--- src/rtl/fetch_stage_if.sv ---
//------------------------------------------------------------------------------
// fetch_stage_if
// Control, instruction-memory and IF/ID signals of the fetch stage.
// Revision: 1.0
//------------------------------------------------------------------------------
`default_nettype none

interface fetch_stage_if;
    logic        StallF;
    logic        StallD;
    logic        FlushD;
    logic        PCSrcE;
    logic [31:0] PCTargetE;
    logic [31:0] InstrF;
    logic [31:0] PCF;
    logic [31:0] InstrD;
    logic [31:0] PCD;
    logic [31:0] PCPlus4D;
    logic        ValidD;
    logic        MisalignedD;

    // Hazard unit, EX redirect and instruction memory side
    modport master (
        output StallF, StallD, FlushD, PCSrcE, PCTargetE, InstrF,
        input  PCF, InstrD, PCD, PCPlus4D, ValidD, MisalignedD
    );

    modport slave (
        input  StallF, StallD, FlushD, PCSrcE, PCTargetE, InstrF,
        output PCF, InstrD, PCD, PCPlus4D, ValidD, MisalignedD
    );
endinterface

`default_nettype wire

--- src/rtl/fetch_stage.sv ---
//------------------------------------------------------------------------------
// fetch_stage
// RV32I instruction fetch: PC register plus IF/ID pipeline register.
// Revision: 1.0
//------------------------------------------------------------------------------
`default_nettype none

module fetch_stage #(
    parameter logic [31:0] RESET_PC  = 32'h0000_0000,
    parameter logic [31:0] NOP_INSTR = 32'h0000_0013
) (
    input  wire logic      clk,
    input  wire logic      reset_n,
    fetch_stage_if.slave   bus
);

    // Only the word address is stored, so PCF[1:0] is structurally zero
    logic [29:0] r_pc_word;
    logic        r_misalign;

    logic [31:0] r_instr_d;
    logic [31:0] r_pc_d;
    logic [31:0] r_pc_plus4_d;
    logic        r_valid_d;
    logic        r_misaligned_d;

    logic [31:0] w_pcf;
    logic [31:0] w_pcf_plus4;

    assign w_pcf       = {r_pc_word, 2'b00};
    assign w_pcf_plus4 = w_pcf + 32'd4;

    always_ff @(posedge clk) begin
        if (!reset_n) begin
            r_pc_word  <= RESET_PC[31:2];
            r_misalign <= 1'b0;
        end else if (bus.PCSrcE) begin
            r_pc_word  <= bus.PCTargetE[31:2];
            r_misalign <= |bus.PCTargetE[1:0];
        end else if (!bus.StallF) begin
            r_pc_word  <= r_pc_word + 30'd1;
            r_misalign <= 1'b0;
        end
    end

    always_ff @(posedge clk) begin
        if (!reset_n || bus.FlushD) begin
            r_instr_d      <= NOP_INSTR;
            r_pc_d         <= 32'd0;
            r_pc_plus4_d   <= 32'd0;
            r_valid_d      <= 1'b0;
            r_misaligned_d <= 1'b0;
        end else if (!bus.StallD) begin
            r_instr_d      <= bus.InstrF;
            r_pc_d         <= w_pcf;
            r_pc_plus4_d   <= w_pcf_plus4;
            r_valid_d      <= 1'b1;
            r_misaligned_d <= r_misalign;
        end
    end

    assign bus.PCF         = w_pcf;
    assign bus.InstrD      = r_instr_d;
    assign bus.PCD         = r_pc_d;
    assign bus.PCPlus4D    = r_pc_plus4_d;
    assign bus.ValidD      = r_valid_d;
    assign bus.MisalignedD = r_misaligned_d;

endmodule

`default_nettype wire

--- src/flat_wrapper.sv ---
// flat-port wrapper written by rule: the top's interface ports become plain ports
module fetch_stage_flat 
#(
    parameter logic [31:0] RESET_PC  = 32'h0000_0000,
    parameter logic [31:0] NOP_INSTR = 32'h0000_0013
)
  (clk, reset_n, bus_StallF, bus_StallD, bus_FlushD, bus_PCSrcE, bus_PCTargetE, bus_InstrF, bus_PCF, bus_InstrD, bus_PCD, bus_PCPlus4D, bus_ValidD, bus_MisalignedD);
  fetch_stage_if bus_i ();
  input  wire logic clk;
  input  wire logic reset_n;
  input wire logic [$bits(bus_i.StallF)-1:0] bus_StallF;
  input wire logic [$bits(bus_i.StallD)-1:0] bus_StallD;
  input wire logic [$bits(bus_i.FlushD)-1:0] bus_FlushD;
  input wire logic [$bits(bus_i.PCSrcE)-1:0] bus_PCSrcE;
  input wire logic [$bits(bus_i.PCTargetE)-1:0] bus_PCTargetE;
  input wire logic [$bits(bus_i.InstrF)-1:0] bus_InstrF;
  output wire logic [$bits(bus_i.PCF)-1:0] bus_PCF;
  output wire logic [$bits(bus_i.InstrD)-1:0] bus_InstrD;
  output wire logic [$bits(bus_i.PCD)-1:0] bus_PCD;
  output wire logic [$bits(bus_i.PCPlus4D)-1:0] bus_PCPlus4D;
  output wire logic [$bits(bus_i.ValidD)-1:0] bus_ValidD;
  output wire logic [$bits(bus_i.MisalignedD)-1:0] bus_MisalignedD;
  assign bus_i.StallF = bus_StallF;
  assign bus_i.StallD = bus_StallD;
  assign bus_i.FlushD = bus_FlushD;
  assign bus_i.PCSrcE = bus_PCSrcE;
  assign bus_i.PCTargetE = bus_PCTargetE;
  assign bus_i.InstrF = bus_InstrF;
  assign bus_PCF = bus_i.PCF;
  assign bus_InstrD = bus_i.InstrD;
  assign bus_PCD = bus_i.PCD;
  assign bus_PCPlus4D = bus_i.PCPlus4D;
  assign bus_ValidD = bus_i.ValidD;
  assign bus_MisalignedD = bus_i.MisalignedD;
  fetch_stage #(.RESET_PC(RESET_PC), .NOP_INSTR(NOP_INSTR)) u_core (.clk(clk), .reset_n(reset_n), .bus(bus_i));
endmodule
--- config.mk ---
export PLATFORM = sky130hd
export DESIGN_NAME = fetch_stage_flat
export DESIGN_NICKNAME = d
export VERILOG_FILES = /design/src/rtl/fetch_stage_if.sv /design/src/rtl/fetch_stage.sv /design/src/flat_wrapper.sv
export SDC_FILE = /design/constraint.sdc
export NUM_CORES = 1
export LEC_CHECK = 0
export CORE_MARGIN = 1.5
export CORE_UTILIZATION = 30
export CTS_BUF_LIST = sky130_fd_sc_hd__clkbuf_4 sky130_fd_sc_hd__clkbuf_8 sky130_fd_sc_hd__clkbuf_16
export CTS_CLUSTER_SIZE = 25
export DETAILED_ROUTE_END_ITERATION = 16
export GPL_TIMING_DRIVEN = 0
export SLEW_MARGIN = 20
export SYNTH_ARGS = -nofsm -noshare
export SYNTH_HDL_FRONTEND = slang
export SYNTH_SLANG_ARGS = --single-unit
--- constraint.sdc ---
create_clock -name clk -period 6.5 [get_ports clk]
set_clock_uncertainty 0.1 [all_clocks]
set_input_delay 1.625 -clock clk [delete_from_list [all_inputs] [get_ports clk]]
set_output_delay 1.625 -clock clk [all_outputs]
set_load 0.005 [all_outputs]
==> impl_results.md <==
- Drc violations: 0
- Mapped cell area: 0.00537 mm2
- Post-layout min period: 3.54 ns
- CP Max Fanout: 10
- RePlAce Congestion: 0.875
- Multi-input logic area: 0.00262 mm2
- Post_cts resized: 0
- Post-CTS Setup Inserts: 0
- MaxCap Viol Count: 0
- Antenna Violating Nets Remaining: 0
- Leak: 0.00304 uW
- First-pass GRT wire length: 27000 um
- Hold Startpoint: u_core.bus.ValidD
- Synth area leaders: dfxtp_1 (47%), mux2i_1 (13%), nor2_1 (6.2%), xnor2_1 (5.2%), a21oi_1 (5.1%)
- Total track usage: 0.193
- CP Launch Type: input port
- Hold Crit Class: reg2reg
- Die Width: 137 um
- Final setup vio count: 0
- Final #Nets: 893
- Post-synth EDFFs: 0
- Design area: 0.00823 mm2
- Clock Path Buffers: 2
- Worst setup EP type: flop
- Sequential element share of the synthesized area: 0.466
- Status: complete, no violations
- Root buf cell: clkbuf_16
- Slowest-stage cell, CP: buf_1
- Post-synthesis register bit count: 125
- Arrival time of the worst setup path: 3.73 ns
- Most common flop cell mapped by yosys: dfxtp_1
- Initial antenna violation count: 0
- Largest net degree at the start of global routing: 17
- DRT iter0 DRCs: 236
- Htree depth: 4
- Endpoints failing hold: 0
- Height of the die: 137 um
- Routed wire per std cell: 16.9 um
- Slowest stage delay, CP: 0.64 ns
- FF+latch area: 0.00250 mm2
- Share of the synthesized area in the top cell type: 0.466
- Post-synth ARST share: 0
- Final wirelength: 17900 um
- CP cell instances: clkdlybuf4s50_1 > clkbuf_1 > buf_1 > mux2i_1 > nor2_1
- Core region area: 0.0174 mm2
- Worst IR Drop VDD: 0.000181 V
- Vias/cell: 4.78
- Area after DPL: 0.00760 mm2
- Number of global-route vias before repair: 4783
- Total number of vias: 5061
- Detailed Place HPWL: 13100 um
- Slew Limit Fails: 0
- Power Density: 254 mW/mm2
- Avg Synthesized Cell Area: 8.88 um2
- Inserted Clock Buffers: 17
- # rows: 48
- CP required: 6.69 ns
- DRT Pass-1 Iters: 4
- Unrepaired setup endpoints after global routing: false
- RR Startpoint: u_core.r_pc_word[2]
- Synth Warn #: 0
- Yosys top cell by area: dfxtp_1
- I/O Buffers: 193
- I/O pin cnt: 200
- ANT cells: 0
- Crit. Startpoint: bus_StallD
- Fill cell count: 1714
- Final Cycle Share: 0.544
- Worst-Margin Slew: 0.871 ns
- Layout cells sized above 1: 0.0552
- Headroom to the max-slew limit: 0.414
- FMAX: 283 MHz
- Hold-fix buffer count after cts: 0
- Layout area overhead: 53.2%
- Crit Path Category: in2reg
- Synthesized instance count: 605
- Cell variety after synth: 36
- Clk_lat worst skew: 0.42 ns
- Setup TNS: 0 ns
- Clk sink count: 125
- Starting Density: 0.308
- CTS tree: yes
- Worst-path clk slew: 0.06 ns
- GRT overflow: 0
- Die area: 0.0187 mm2
-- per-layer routing --
| metal | vias to the layer above | share of wire | track usage |
|---|---|---|---|
| met5 | - | 0 | 0 |
| met3 | 14 | 0.069 | 0.0504 |
| li1 | 2516 | - | - |
| met4 | 0 | 0.012 | 0.0690 |
| met1 | 2351 | 0.46 | 0.255 |
| met2 | 180 | 0.46 | 0.302 |
-- registers in the layout (all words and copies together), names as in the netlist --
signal and flops:
u_core.bus.ValidD 1, u_core.bus.PCD 30, u_core.r_misalign 1, u_core.bus.InstrD 32, u_core.r_pc_word 30, u_core.bus.MisalignedD 1
u_core.bus.PCPlus4D 30
-- metrics by stage --
| step | setup slack [ns] | total power, uW | cells | utilization | hold slack [ns] |
|---|---|---|---|---|---|
| after detailed placement | 2.54 | 1090 | 1028 | 0.436 | 0.342 |
| after global routing | 2.81 | 2160 | 1058 | 0.472 | 0.387 |
| after floorplan | 3.66 | 947 | 610 | - | 0.351 |
| after CTS | 2.95 | 2110 | 1058 | 0.472 | 0.354 |
| after global placement | 2.54 | 1090 | 1028 | 0.436 | 0.336 |
| final | 2.96 | 2090 | 1058 | 0.472 | 0.351 |
-- layout by cell type, fill, tap and decap left out, types with 6 or more instances in the layout --
cell type	instances
a21oi_1	55
and3_1	6
buf_1	7
buf_2	6
buf_4	6
clkbuf_1	37
clkbuf_16	17
clkdlybuf4s50_1	193
conb_1	6
dfxtp_1	125
inv_1	6
mux2i_1	68
nand2_1	21
nand3_1	17
nand4_1	11
nor2_1	88
nor3_1	15
nor4_1	13
o21ai_0	44
xnor2_1	32
xor2_1	17
-- final cells by class --
| type | count | share of cell area |
|---|---|---|
| Sequential cell | 125 | 0.304 |
| Multi-Input combinational cell | 423 | 0.319 |
| Buffer | 56 | 0.0292 |
| Clock buffer | 24 | 0.0596 |
| Timing Repair Buffer | 193 | 0.235 |
| Clock inverter | 6 | 0.0164 |
| Tap cell | 225 | 0.0342 |
| Inverter | 6 | 0.00274 |
-- power by group --
group,leakage [uW],switching (uW),internal [uW]
logic,0.00171,112,137
clock network,0.000304,335,679
registers,0.00102,26.5,797
-- cell usage after synthesis, types with 7 or more instances --
library cell / n
buf_1: 7
nor2_1: 88
nor4_1: 13
xnor2_1: 32
clkbuf_1: 37
o21ai_0: 44
a21oi_1: 55
mux2i_1: 68
xor2_1: 17
dfxtp_1: 125
nor3_1: 15
nand4_1: 11
nand3_1: 17
nand2_1: 21
-- worst max-delay path, delay by kind of cell --
family	cells	cell delay (ns)
simple gates	1	0.05
mux	1	0.28
buf+inv	3	1.76
-- path summary, 6_finish.rpt --
kind | depth (start not counted) | slack (ns) | end
worst max-delay path | 5 | 2.96 | u_core.bus.PCD[31]
worst min register to register | 1 | 0.35 | u_core.bus.ValidD
worst min-delay path | 1 | 0.35 | u_core.bus.ValidD
worst max register to register | 6 | 3.81 | u_core.r_pc_word[29]
-- cell families after synthesis --
kind of cell,Yosys count,synth area share
other cells,1,0.000698
mux,68,0.127
xor+xnor,49,0.0799
fa+ha+maj,1,0.00233
compound gates,110,0.108
buf+inv,62,0.0489
simple gates,189,0.168
flops,125,0.466
No activity file was read; power rests on OpenSTA's default activity.
